## src/rtl/mem_arbiter_pkg.sv

```systemverilog
// Shared definitions for the single-port SRAM arbiter.
// Request codes, FSM state encoding and wait counter width.
package mem_defs;

    localparam int WAIT_W = 4;

    localparam logic [1:0] MEMRW_NONE  = 2'b00;
    localparam logic [1:0] MEMRW_READ  = 2'b01;
    localparam logic [1:0] MEMRW_WRITE = 2'b10;

    localparam logic [2:0] S_IDLE    = 3'd0;
    localparam logic [2:0] S_DRD     = 3'd1;
    localparam logic [2:0] S_IRD     = 3'd2;
    localparam logic [2:0] S_WSETUP  = 3'd3;
    localparam logic [2:0] S_WSTROBE = 3'd4;
    localparam logic [2:0] S_WHOLD   = 3'd5;
    localparam logic [2:0] S_TURN    = 3'd6;

    typedef enum logic [2:0] {
        IDLE    = S_IDLE,
        DRD     = S_DRD,
        IRD     = S_IRD,
        WSETUP  = S_WSETUP,
        WSTROBE = S_WSTROBE,
        WHOLD   = S_WHOLD,
        TURN    = S_TURN
    } state_t;

endpackage

```

## src/rtl/mem_arbiter_if.sv

```systemverilog
// CPU-side request/response and SRAM pin bundle for mem_arbiter.
// slave is the arbiter's view, master the environment's view.
interface mem_arbiter_if #(
    parameter int DATA_W = 16,
    parameter int ADDR_W = 16
);
    logic              if_req;
    logic [ADDR_W-1:0] if_addr;
    logic [DATA_W-1:0] if_rdata;
    logic              if_ready;
    logic [1:0]        mem_rw;
    logic [ADDR_W-1:0] mem_addr;
    logic [DATA_W-1:0] mem_wdata;
    logic [DATA_W-1:0] mem_rdata;
    logic              mem_ready;
    logic              stallreq_if;
    logic              stallreq_mem;
    logic [ADDR_W-1:0] ram_addr;
    logic [DATA_W-1:0] ram_wdata;
    logic [DATA_W-1:0] ram_rdata;
    logic              ram_data_oe;
    logic              ram_ce_n;
    logic              ram_oe_n;
    logic              ram_we_n;

    modport slave (
        input  if_req, if_addr, mem_rw, mem_addr, mem_wdata, ram_rdata,
        output if_rdata, if_ready, mem_rdata, mem_ready,
        output stallreq_if, stallreq_mem,
        output ram_addr, ram_wdata, ram_data_oe,
        output ram_ce_n, ram_oe_n, ram_we_n
    );

    modport master (
        output if_req, if_addr, mem_rw, mem_addr, mem_wdata, ram_rdata,
        input  if_rdata, if_ready, mem_rdata, mem_ready,
        input  stallreq_if, stallreq_mem,
        input  ram_addr, ram_wdata, ram_data_oe,
        input  ram_ce_n, ram_oe_n, ram_we_n
    );

endinterface

```

## src/rtl/mem_arbiter_wait_cnt.sv

```systemverilog
// Loadable down-counter timing the read and write strobe phases.
// Holds at zero; zero marks the final strobe cycle.
module mem_wait_cnt
    import mem_defs::*;
(
    input  logic              clk,
    input  logic              rst,
    input  logic              load,
    input  logic              en,
    input  logic [WAIT_W-1:0] load_val,
    output logic              zero
);

    logic [WAIT_W-1:0] cnt;

    always_ff @(posedge clk or negedge rst) begin
        if (!rst) begin
            cnt <= '0;
        end else if (load) begin
            cnt <= load_val;
        end else if (en && cnt != '0) begin
            cnt <= cnt - 1'b1;
        end
    end

    assign zero = (cnt == '0);

endmodule

```

## src/rtl/mem_arbiter.sv

```systemverilog
// Single-port SRAM arbiter: data access beats fetch, strobes are
// registered from the next state so pins change cleanly on the edge.
module mem_arbiter
    import mem_defs::*;
#(
    parameter int WAIT_CYCLES = 1,
    parameter int DATA_W      = 16,
    parameter int ADDR_W      = 16
) (
    input  logic          clk,
    input  logic          rst,
    mem_arbiter_if.slave  bus
);

    localparam logic [WAIT_W-1:0] WAIT_LD = WAIT_W'(WAIT_CYCLES);

    state_t            state;
    state_t            state_nxt;
    logic              cnt_load;
    logic              cnt_en;
    logic              cnt_zero;
    logic              dread;
    logic              dwrite;
    logic              accept;
    logic [ADDR_W-1:0] acc_addr;
    logic [DATA_W-1:0] rd_sample;

    assign dread     = (bus.mem_rw == MEMRW_READ);
    assign dwrite    = (bus.mem_rw == MEMRW_WRITE);
    assign accept    = (state == IDLE) && (state_nxt != IDLE);
    assign acc_addr  = (dread || dwrite) ? bus.mem_addr : bus.if_addr;
    assign rd_sample = bus.ram_rdata;

    mem_wait_cnt u_wait (
        .clk      (clk),
        .rst      (rst),
        .load     (cnt_load),
        .en       (cnt_en),
        .load_val (WAIT_LD),
        .zero     (cnt_zero)
    );

    always_ff @(posedge clk or negedge rst) begin
        if (!rst) state <= IDLE;
        else      state <= state_nxt;
    end

    always_comb begin
        state_nxt = state;
        cnt_load  = 1'b0;
        cnt_en    = 1'b0;
        unique case (state)
            IDLE: begin
                if (dread) begin
                    state_nxt = DRD;
                    cnt_load  = 1'b1;
                end else if (dwrite) begin
                    state_nxt = WSETUP;
                end else if (bus.if_req) begin
                    state_nxt = IRD;
                    cnt_load  = 1'b1;
                end
            end
            DRD, IRD: begin
                cnt_en = 1'b1;
                if (cnt_zero) state_nxt = TURN;
            end
            WSETUP: begin
                state_nxt = WSTROBE;
                cnt_load  = 1'b1;
            end
            WSTROBE: begin
                cnt_en = 1'b1;
                if (cnt_zero) state_nxt = WHOLD;
            end
            WHOLD:   state_nxt = TURN;
            TURN:    state_nxt = IDLE;
            default: state_nxt = IDLE;
        endcase
    end

    always_ff @(posedge clk or negedge rst) begin
        if (!rst) begin
            bus.ram_ce_n    <= 1'b1;
            bus.ram_oe_n    <= 1'b1;
            bus.ram_we_n    <= 1'b1;
            bus.ram_data_oe <= 1'b0;
            bus.ram_addr    <= '0;
            bus.ram_wdata   <= '0;
            bus.if_rdata    <= '0;
            bus.mem_rdata   <= '0;
            bus.if_ready    <= 1'b0;
            bus.mem_ready   <= 1'b0;
        end else begin
            bus.ram_ce_n <= !(state_nxt inside
                {DRD, IRD, WSETUP, WSTROBE, WHOLD});
            bus.ram_oe_n    <= !(state_nxt inside {DRD, IRD});
            bus.ram_we_n    <= (state_nxt != WSTROBE);
            bus.ram_data_oe <= (state_nxt inside {WSETUP, WSTROBE, WHOLD});
            bus.if_ready    <= (state == IRD) && (state_nxt == TURN);
            bus.mem_ready   <= (state != IRD) && (state_nxt == TURN);
            if (accept) bus.ram_addr <= acc_addr;
            if (accept && dwrite) bus.ram_wdata <= bus.mem_wdata;
            // last strobe cycle: SRAM output is settled at this edge
            if (state == DRD && cnt_zero) bus.mem_rdata <= rd_sample;
            if (state == IRD && cnt_zero) bus.if_rdata  <= rd_sample;
        end
    end

    assign bus.stallreq_if  = bus.if_req && !bus.if_ready;
    assign bus.stallreq_mem = (dread || dwrite) && !bus.mem_ready;

endmodule

```

## src/flat_wrapper.sv

```systemverilog
// flat-port wrapper written by rule: the top's interface ports become plain ports
module mem_arbiter_flat import mem_defs::*;
#(
    parameter int WAIT_CYCLES = 1,
    parameter int DATA_W      = 16,
    parameter int ADDR_W      = 16
)
  (clk, rst, bus_if_req, bus_if_addr, bus_mem_rw, bus_mem_addr, bus_mem_wdata, bus_ram_rdata, bus_if_rdata, bus_if_ready, bus_mem_rdata, bus_mem_ready, bus_stallreq_if, bus_stallreq_mem, bus_ram_addr, bus_ram_wdata, bus_ram_data_oe, bus_ram_ce_n, bus_ram_oe_n, bus_ram_we_n);
  mem_arbiter_if #(.DATA_W(DATA_W), .ADDR_W(ADDR_W)) bus_i ();
  input  logic clk;
  input  logic rst;
  input wire logic [$bits(bus_i.if_req)-1:0] bus_if_req;
  input wire logic [$bits(bus_i.if_addr)-1:0] bus_if_addr;
  input wire logic [$bits(bus_i.mem_rw)-1:0] bus_mem_rw;
  input wire logic [$bits(bus_i.mem_addr)-1:0] bus_mem_addr;
  input wire logic [$bits(bus_i.mem_wdata)-1:0] bus_mem_wdata;
  input wire logic [$bits(bus_i.ram_rdata)-1:0] bus_ram_rdata;
  output wire logic [$bits(bus_i.if_rdata)-1:0] bus_if_rdata;
  output wire logic [$bits(bus_i.if_ready)-1:0] bus_if_ready;
  output wire logic [$bits(bus_i.mem_rdata)-1:0] bus_mem_rdata;
  output wire logic [$bits(bus_i.mem_ready)-1:0] bus_mem_ready;
  output wire logic [$bits(bus_i.stallreq_if)-1:0] bus_stallreq_if;
  output wire logic [$bits(bus_i.stallreq_mem)-1:0] bus_stallreq_mem;
  output wire logic [$bits(bus_i.ram_addr)-1:0] bus_ram_addr;
  output wire logic [$bits(bus_i.ram_wdata)-1:0] bus_ram_wdata;
  output wire logic [$bits(bus_i.ram_data_oe)-1:0] bus_ram_data_oe;
  output wire logic [$bits(bus_i.ram_ce_n)-1:0] bus_ram_ce_n;
  output wire logic [$bits(bus_i.ram_oe_n)-1:0] bus_ram_oe_n;
  output wire logic [$bits(bus_i.ram_we_n)-1:0] bus_ram_we_n;
  assign bus_i.if_req = bus_if_req;
  assign bus_i.if_addr = bus_if_addr;
  assign bus_i.mem_rw = bus_mem_rw;
  assign bus_i.mem_addr = bus_mem_addr;
  assign bus_i.mem_wdata = bus_mem_wdata;
  assign bus_i.ram_rdata = bus_ram_rdata;
  assign bus_if_rdata = bus_i.if_rdata;
  assign bus_if_ready = bus_i.if_ready;
  assign bus_mem_rdata = bus_i.mem_rdata;
  assign bus_mem_ready = bus_i.mem_ready;
  assign bus_stallreq_if = bus_i.stallreq_if;
  assign bus_stallreq_mem = bus_i.stallreq_mem;
  assign bus_ram_addr = bus_i.ram_addr;
  assign bus_ram_wdata = bus_i.ram_wdata;
  assign bus_ram_data_oe = bus_i.ram_data_oe;
  assign bus_ram_ce_n = bus_i.ram_ce_n;
  assign bus_ram_oe_n = bus_i.ram_oe_n;
  assign bus_ram_we_n = bus_i.ram_we_n;
  mem_arbiter #(.WAIT_CYCLES(WAIT_CYCLES), .DATA_W(DATA_W), .ADDR_W(ADDR_W)) u_core (.clk(clk), .rst(rst), .bus(bus_i));
endmodule
```

## config.mk

```make
export PLATFORM = sky130hd
export DESIGN_NAME = mem_arbiter_flat
export DESIGN_NICKNAME = d
export VERILOG_FILES = /design/src/rtl/mem_arbiter_pkg.sv /design/src/rtl/mem_arbiter_if.sv /design/src/rtl/mem_arbiter_wait_cnt.sv /design/src/rtl/mem_arbiter.sv /design/src/flat_wrapper.sv
export SDC_FILE = /design/constraint.sdc
export NUM_CORES = 1
export LEC_CHECK = 0
export ABC_AREA = 1
export ABC_CLOCK_PERIOD_IN_PS = 1710
export CORE_MARGIN = 5
export CORE_UTILIZATION = 39
export CTS_CLUSTER_SIZE = 8
export DETAILED_ROUTE_END_ITERATION = 12
export HOLD_SLACK_MARGIN = 0.02
export PLACE_DENSITY = 0.77
export RECOVER_POWER = 100
export SYNTH_ARGS = -nofsm -noshare
export SYNTH_HDL_FRONTEND = slang
export SYNTH_SLANG_ARGS = --single-unit
```

## constraint.sdc

```tcl
create_clock -name clk -period 1.71 [get_ports clk]
set_input_delay 0.171 -clock clk [delete_from_list [all_inputs] [get_ports clk]]
set_output_delay 0.171 -clock clk [all_outputs]
set_load 0.05 [all_outputs]
```

; Word level (Yosys, flattened, before mapping)
; Cells that the tools add are included.
[word_totals]
ff_bits = 77
latchBits = 0
mem_bits_rw = 0
romBits = 0
elab_cells = 66
n_memories = 0
[classes]
add_sub_neg = 1
multipliers = 0
div = 0
n_lt_le_gt_ge = 0
eq_ne = 15
shift = 0
mux = 14
bitwise = 0
n_reduce_logical = 24
[ops]
columns = op, n
row1 = $mux 16, 1
row2 = $eq 3x3->1 const B, 5
row3 = $mux 3, 5
row4 = $pmux 3 s5, 1
row5 = $eq 3x2->1 const B, 4
row6 = $logic_and 1x1->1, 9
row7 = $mux 4, 2
row8 = $eq 3x1->1 const B, 2
row9 = $reduce_bool 3->1, 2
row10 = $reduce_bool 5->1, 1
row11 = $logic_not 1->1, 4
row12 = $logic_not 4->1, 1
row13 = $mux 1, 4
row14 = $reduce_bool 2->1, 2
row15 = $reduce_bool 4->1, 1
row16 = $sub 4x1->4 const B, 1
row17 = $logic_not 3->1, 1
row18 = $ne 3x2->1 const B, 1
row19 = $ne 3x3->1 const B, 1
row20 = $reduce_or 3->1, 1
row21 = $eq 2x1->1 const B, 1
row22 = $eq 2x2->1 const B, 1
row23 = $pmux 1 s2, 1
row24 = $reduce_or 2->1, 1
row25 = $logic_or 1x1->1, 1

; Logic depth before layout (Yosys ltp)
; Gate-level depths: netlist of the first run.
[logic_depth]
depth_word = 7
mapped_depth = 12
ltp_nobuf = 11

; Modules after synthesis
; From an unflattened synthesis of the first run, not the netlist that was laid out.
[unflattened]
hier_cells = 370
area_unflattened_um2 = 3672.3
[modules_own_cells]
columns = mod, n_inst, cells_per_inst, area_each_um2, seq_area_each_um2
row1 = mem_arbiter, 1, 324, 3377.0, 1830.5
row2 = mem_wait_cnt, 1, 46, 295.3, 100.1

; Worst setup path before layout of the first run
; OpenSTA, ideal clock, no wires.
[synth_timing]
path_type = input to output
start = input bus_mem_rw[0]
end = output bus_stallreq_mem
arrival_ns = 1.652
t_required_ns = 1.539
path_slack_ns = -0.113
cell_stages = 5
path_buffers = 2
cell_sequence = inv_1 -> ha_1 -> buf_2 -> buf_1 -> nor2_1
[synth_between]
elab_chain_len = 3
word_cells_on_any_way = 4
cone_classes = eq/ne: 2 / reduce/logical: 2
[synth_lines]
columns = element, line
row1 = start: declaration, flat_wrapper.sv:14  ; input wire logic [$bits(bus_i.mem_rw)-1:0] bus_mem_rw;
row2 = $eq 2x1->1 / $eq 2x2->1 (equally long branches), "mem_arbiter.sv:28, mem_arbiter.sv:29"
row3 = $logic_or 1x1->1 (*), mem_arbiter.sv:111  ; assign bus.stallreq_mem = (dread || dwrite) && !bus.mem_ready;
row4 = $logic_and 1x1->1 (*), mem_arbiter.sv:111
row5 = end: declaration, flat_wrapper.sv:23  ; output wire logic [$bits(bus_i.stallreq_mem)-1:0] bus_stallreq_mem;
; Every way passes the cells marked *; elsewhere a longest branch is shown, timed or not.

; Final worst setup path of the first run
[layout_timing]
start = register u_core.u_wait.cnt[0]
end = register u_core.bus.ram_wdata[6]
[layout_between]
elab_chain_len = 6
word_cells_on_any_way = 7
cone_classes = mux: 3 / reduce/logical: 4
[layout_lines]
columns = element, line
row1 = start: declaration, mem_arbiter_wait_cnt.sv:14  ; logic [WAIT_W-1:0] cnt;
row2 = start signal: assignment, mem_arbiter_wait_cnt.sv:20  ; cnt <= load_val;
row3 = start signal: assignment, mem_arbiter_wait_cnt.sv:22  ; cnt <= cnt - 1'b1;
row4 = $logic_not 4->1 (*), mem_arbiter_wait_cnt.sv:26  ; assign zero = (cnt == '0);
row5 = "$mux 3, on equally long branches", "mem_arbiter.sv:74, mem_arbiter.sv:66"
row6 = $pmux 3 s5 (*), mem_arbiter.sv:52  ; unique case (state)
row7 = $reduce_bool 3->1 (*), mem_arbiter.sv:30  ; assign accept = (state == IDLE) && (state_nxt != IDLE);
row8 = $logic_and 1x1->1 (*), mem_arbiter.sv:30
row9 = $logic_and 1x1->1 (*), mem_arbiter.sv:103  ; if (accept && dwrite) bus.ram_wdata <= bus.mem_wdata;
row10 = end signal: assignment, mem_arbiter.sv:103
row11 = end: declaration, mem_arbiter_if.sv:30  ; output ram_addr, ram_wdata, ram_data_oe,
; Marked as above.
; A chain may end at the register's enable or synchronous reset.

==> summary.txt, run 1 <==
Detailed routing
  • DRT iter0 DRCs: 66
  • Via count: 3045
  • Routed WL: 9400 um
  • Initial DRT Pass Iterations: 4
  • Routed Antenna Nets: 0
  • DRC Markers: 0
  • Via density: 4.80
  • Drt wl/cell: 14.8 um

Timing
  • Final setup viols: 0
  • Fmax: 595 MHz
  • Skew final: 0.0108 ns
  • Worst hold margin: 0.385 ns
  • Final period utilization: 98.3%
  • Worst-Margin Slew: 0.828 ns
  • Slew margin rel.: 44.8%
  • RSZ-0062 raised after global routing: true
  • Min cycle time layout: 1.68 ns
  • Pins Over Slew Limit: 0
  • Hold Vio Cnt, Final: 0

Yosys
  • Mapped Nets: 427
  • Prevailing post-synth register cell: dfrtp_1
  • Main combinational cell family by area after synthesis: simple AND/OR/NAND/NOR gates
  • Post-synthesis compound-gate area fraction: 10.5%
  • Synth Area in Adders: 1.10%
  • Xor/xnor share of the synthesized area: 0.256%
  • Post-synth cell types: 27
  • Mapped Cells: 355
  • Share of flip-flops with an asynchronous set or reset: 100%
  • Number of synthesized flops with an enable pin: 0
  • Post-synthesis sequential area ratio: 56.5%
  • Post-Synth Simple-Gate Area: 20.5%
  • Syn avg cell area: 9.62 sq um
  • Mux cell area share after synthesis: 4.69%
  • Mapped Area: 3420 sq um
  • FF+latch count, synth: 77
  • Warnings, synthesis: 0

Critical path
  • Req. time, crit path: 1.95 ns
  • Ordered list of cells on the worst path: inv_2 -> ha_4 -> nand2_4 -> nor2_4 -> nor2_2 -> nor2_4 -> nand3_4 -> buf_12 -> buf_6 -> nand4_1 -> nand2_1
  • CP max stage delay: 0.39 ns
  • Crit Reg-Reg Startpoint: u_core.u_wait.cnt[0]
  • Most frequent CP cell: nor2_4
  • Slowest cell on crit path: dfrtp_1
  • Worst Path Max Fanout: 6
  • Worst path arrival time: 1.92 ns
  • CP Launch Type: flip-flop
  • Worst setup path start: u_core.u_wait.cnt[0]
  • CP endpoint kind: flip-flop
  • Crit path kind: reg -> reg

Floorplan
  • Initial Util: 39.6%
  • Rows: 34
  • I/O pins: 141
  • Die X: 104 um
  • Die height: 104 um
  • Die area: 10700 sq um
  • Core outline area: 8640 sq um

Final layout
  • Final instance area: 5510 sq um
  • Core Util, Final: 63.8%
  • Area growth, synth to finish: 61.3%
  • Ratio of cells with drive above 1 in the final layout: 21.7%
  • Final Net Count: 593
  • Diode count: 0
  • Layout Cells excl Fill: 634

Pwr
  • Power Dens Cells: 2350 nW/um^2
  • Peak supply drop: 1.43 mV
  • Final Power: 13.0 mW
  • Pleak: 2.97 nW

Clock network
  • Clock buffer count from CTS: 9
  • Reg clk slew, reported paths: 0.08 ns
  • Clk Latency, worst-skew pair: 0.35 ns
  • Clock Path Buffers: 2
  • Clk sinks: 77
  • H-tree Lvls: 3
  • Root Buffer: clkbuf_8
  • CTS tree: done

Status
  • Status: finished, final reports clean

Global route
  • All-Layer GR Usage: 17.2%
  • Vias in the first global route: 3119
  • Pin count of the biggest net entering global routing: 34
  • Overflow after GRT: 0
  • First-pass GRT wire length: 15200 um
  • Antenna violations before repair: 0

Min path
  • Hold Path Origin: bus_mem_wdata[15]
  • Worst hold path type: in -> reg

Placement
  • DP Cell Count: 610
  • Placed instance area: 5090 sq um
  • Final HPWL DP: 6790 um
  • Placer Congestion: 0.828
  • Number of buffers added on ports: 140

Flow run
  • Max-cap violation count: 0
## metal layers
metal	share of wire (%)	up-vias	GRT usage [%]
met5	0	-	0
met4	1.4	0	5.62
met3	9.5	11	8.15
met2	48	121	26.5
met1	42	1416	21.2
li1	-	1497	-
## kinds of logic after synthesis
family | Yosys count
flops | 77
mux | 16
simple gates | 151
xor+xnor | 1
fa+ha+maj | 3
buf+inv | 49
compound gates | 58
## sequential cells by signal (all words and copies together), names as in the netlist
| name | cells |
|---|---|
| u_core.bus.ram_ce_n | 1 |
| u_core.bus.ram_wdata | 16 |
| u_core.bus.ram_we_n | 1 |
| u_core.u_wait.cnt | 4 |
| u_core.bus.if_rdata | 16 |
| u_core.bus.mem_rdata | 16 |
| u_core.bus.if_ready | 1 |
| u_core.state | 3 |
| u_core.bus.mem_ready | 1 |
| u_core.bus.ram_addr | 16 |
| u_core.bus.ram_oe_n | 1 |
| u_core.bus.ram_data_oe | 1 |
## power by group
part	internal, mW	switching, mW	leakage, nW	total (mW)
Clock	0.901	0.665	0.108	1.57
Sequential	2.73	0.535	0.940	3.27
Combinational	2.78	5.34	1.92	8.13
Total	6.42	6.54	2.97	13.0
## worst max-delay path, delay by kind of cell, from the launching register on
kind,cells,cell delay [ns]
buf+inv,3,0.37
fa+ha+maj,1,0.17
flops,1,0.39
simple gates,7,0.66
## placed cells by master, fill, tap and decap left out, drive strengths merged, types with 2 or more instances in the layout
cell type      synthesis  layout
mux2i                 16      16
dfstp                  3       3
nor2                  16      16
clkinvlp               0       3
o21ai                 51      51
inv                   32      32
clkbuf                 6      33
nand4                 16      16
ha                     3       3
nand3                 13      14
clkdlybuf4s50          0      67
nand2                105     105
a21oi                  4       4
dlymetal6s2s           0      29
dfrtp                 74      74
buf                   11      27
bufinv                 0       2
dlygate4sd2            0      25
## cells in the mapped netlist, types with 3 or more instances
master     n  area [sq um]
ha_1       3          37.5
clkbuf_1   6          22.5
a21oi_1    3          15.0
nand2_1   88           330
inv_1     31           116
o21ai_0   35           175
o21ai_2   14           123
dfstp_2    3          78.8
dfrtp_1   74          1850
buf_1      3          11.3
nand3_1   11          55.1
mux2i_1   16           160
nand2_2   16           100
buf_6      4          45.0
nor2_1    16          60.1
nand4_1   16           100
buf_2      4          20.0
## final timing paths
path	to	cells past startpoint	slack (ns)
max	u_core.bus.ram_wdata[6]	11	0.03
min	u_core.bus.ram_wdata[15]	3	0.38
max reg2reg	u_core.bus.ram_wdata[6]	11	0.03
min reg2reg	u_core.bus.ram_wdata[10]	2	0.48
max in group asynchronous	u_core.bus.if_ready	3	0.25
min in group asynchronous	u_core.bus.ram_wdata[10]	2	0.45
## per-stage QoR
stage | TNS, ns | setup WS (ns)
final | 0 | 0.0292
after global routing | -1.07 | -0.0835
after CTS | 0 | 0.000441
after detailed placement | -10.74 | -0.366
after global placement | -8.88 | -0.280
after floorplan | 0 | 0.0444
## area by class of cell
class	instances	area, sq um
tap	108	135
multi-input combinational	230	1400
sequential	77	1930
clock inverter	5	82.6
clock buffer	11	151
timing repair buffer	171	1690
inverter	32	120
fill	709	3130
## timing repair
item / CTS / global route
setup buffers: 0 / 4
hold buffers: 1 / 0
endpoints found under the setup margin: 57 / 78
endpoints found under the hold margin: 27 / 0
cloned: 2 / 1
pin swaps: 3 / 18
resized for setup: 33 / 67
No activity file was read; power rests on OpenSTA's default activity.
==> run 2: changes to the inputs <==
--- a/config.mk
+++ b/config.mk
@@ -6,14 +6,15 @@
 export NUM_CORES = 1
 export LEC_CHECK = 0
 export ABC_AREA = 1
-export ABC_CLOCK_PERIOD_IN_PS = 1710
+export ABC_CLOCK_PERIOD_IN_PS = 2000
 export CORE_MARGIN = 5
-export CORE_UTILIZATION = 39
+export CORE_UTILIZATION = 45
 export CTS_CLUSTER_SIZE = 8
 export DETAILED_ROUTE_END_ITERATION = 12
 export HOLD_SLACK_MARGIN = 0.02
-export PLACE_DENSITY = 0.77
+export PLACE_DENSITY = 0.84
 export RECOVER_POWER = 100
+export SETUP_SLACK_MARGIN = 0.15
 export SYNTH_ARGS = -nofsm -noshare
 export SYNTH_HDL_FRONTEND = slang
 export SYNTH_SLANG_ARGS = --single-unit
==> constraint.sdc (replaced) <==
create_clock -name clk -period 2 [get_ports clk]
set_input_delay 0.2 -clock clk [delete_from_list [all_inputs] [get_ports clk]]
set_output_delay 0.2 -clock clk [all_outputs]
set_load 0.05 [all_outputs]
==> summary.txt, run 2 (synthesis results as in run 1) <==
Critical path
  • Most frequent CP cell: buf_12
  • Slowest cell on crit path: dlygate4sd3_1
  • CP max stage delay: 0.56 ns
  • Ordered list of cells on the worst path: dlygate4sd3_1 -> inv_1 -> ha_1 -> buf_12 -> nor2_2 -> buf_12
  • CP Launch Type: input pin
  • R2R Setup Slk: 0.19 ns
  • Worst path arrival time: 1.64 ns
  • Req. time, crit path: 1.80 ns
  • Worst Path Max Fanout: 14
  • Crit Reg-Reg Startpoint: u_core.state[0]
  • Reg-to-Reg End: u_core.bus.if_rdata[13]
  • Crit path kind: in -> out
  • CP endpoint kind: primary output
  • FF-to-FF path depth: 7

Timing
  • Final WS setup: 0.157 ns
  • Worst-Margin Slew: 0.822 ns
  • Fmax: 543 MHz
  • Sum of negative setup slack: 0 ns
  • Final setup viols: 0
  • Pins Over Slew Limit: 0
  • Worst hold margin: 0.422 ns
  • Hold Vio Cnt, Final: 0
  • RSZ-0062 raised after global routing: true
  • Final period utilization: 92.1%
  • Slew margin rel.: 45.2%
  • Min cycle time layout: 1.84 ns
  • Skew final: 0.0143 ns

Global route
  • Overflow after GRT: 0
  • First-pass GRT wire length: 14900 um
  • Pin count of the biggest net entering global routing: 46
  • All-Layer GR Usage: 19.4%
  • Vias in the first global route: 3023
  • Antenna violations before repair: 0

Detailed routing
  • Routed Antenna Nets: 0
  • Initial DRT Pass Iterations: 4
  • Drt wl/cell: 15.4 um
  • Routed WL: 9470 um
  • DRC Markers: 0
  • Via count: 3055
  • DRT iter0 DRCs: 131
  • Via density: 4.98

Clock network
  • Clock Path Buffers: 2
  • Root Buffer: clkbuf_8
  • H-tree Lvls: 3
  • Reg clk slew, reported paths: 0.09 ns
  • Clk Latency, worst-skew pair: 0.34 ns
  • Clock buffer count from CTS: 9
  • CTS tree: done
  • Clk sinks: 77

Floorplan
  • Die X: 97.1 um
  • Rows: 31
  • I/O pins: 141
  • Core outline area: 7330 sq um
  • Die area: 9430 sq um
  • Die height: 97.1 um
  • Initial Util: 46.6%

Status
  • Status: finished, final reports clean

Pwr
  • Final Power: 10.3 mW
  • Peak supply drop: 1.35 mV
  • Power Dens Cells: 1960 nW/um^2
  • Pleak: 2.58 nW

Min path
  • Hold depth: 3
  • Worst hold path type: in -> reg
  • Hold endpoint: u_core.bus.ram_wdata[0]
  • Hold Path Origin: bus_mem_wdata[0]

Final layout
  • Ratio of cells with drive above 1 in the final layout: 14.2%
  • Most frequent cells in the layout: nand2_1, dfrtp_1, dlygate4sd3_1, clkdlybuf4s50_1, o21ai_0
  • Final instance area: 5250 sq um
  • Final Net Count: 581
  • Diode count: 0
  • Core Util, Final: 71.6%
  • Fillcell total: 530
  • Area growth, synth to finish: 53.7%
  • Layout Cells excl Fill: 613
  • Most common cell after layout, fill and taps aside: nand2_1

Placement
  • Placed instance area: 5000 sq um
  • Worst slack, placed: -0.109 ns
  • Number of buffers added on ports: 140
  • Placer Congestion: 0.837
  • DP Cell Count: 589
  • Final HPWL DP: 6850 um

Flow run
  • Max-cap violation count: 0
==> run 2: cell count changes in the layout (fill, tap and decap cells not counted), sizes merged <==
cell           delta
buf              -14
bufinv            -2
clkdlybuf4s50     -1
dlymetal6s2s     -29
clkinvlp          +1
clkinv            +2
clkbuf           -15
dlygate4sd2      -22
dlygate4sd3      +68
==> run 2: final cells by class <==
cell class                 instances  area (sq um)  share of cell area [%]
clock inverter                     5          33.8                   0.643
timing repair inverter             1          7.51                   0.143
inverter                          32           124                    2.36
tap                               99           124                    2.36
clock buffer                      11           151                    2.88
sequential                        77          1930                    36.8
multi-input combinational        230          1260                    24.1
timing repair buffer             158          1620                    30.8
==> run 2: how the worst max path moves through the flow <==
stage,startpoint,to
5_1_grt,u_core.state[0],u_core.bus.if_rdata[1]
4_1_cts,u_core.u_wait.cnt[0],u_core.bus.ram_wdata[4]
3_5_place_dp,bus_mem_rw[0],u_core.bus.ram_wdata[1]
6_report,bus_mem_rw[0],bus_stallreq_mem
2_1_floorplan,bus_mem_rw[0],bus_stallreq_mem
3_3_place_gp,bus_mem_rw[0],u_core.bus.ram_wdata[1]
==> run 2: repair_timing <==
action | 4_1_cts | 5_1_grt
endpoints found under the hold margin | 29 | 0
setup buffers | 0 | 3
resized for setup | 4 | 11
pin swaps | 0 | 2
endpoints found under the setup margin | 12 | 49
hold buffers | 1 | 0
gates cloned | 1 | 3
==> run 2: report_power, final <==
group / internal, mW / switching (mW) / leakage, nW
combinational: 2.12 / 4.34 / 1.55
sequential: 2.34 / 0.421 / 0.940
clock: 0.519 / 0.564 / 0.0917
==> run 2: metal layers <==
| metal | vias to the layer above | part of all wire (%) | track usage [%] |
|---|---|---|---|
| li1 | 1471 | - | - |
| met1 | 1413 | 42 | 25.8 |
| met2 | 161 | 45 | 28.5 |
| met3 | 10 | 11 | 8.47 |
| met4 | 0 | 1.2 | 6.48 |
| met5 | - | 0 | 0 |
==> run 2: worst max-delay path: cells and delay by family <==
family,cells,cell delay (ns)
AND/OR/NAND/NOR,1,0.16
buffers and inverters,4,0.95
adder cells (fa/ha/maj),1,0.34
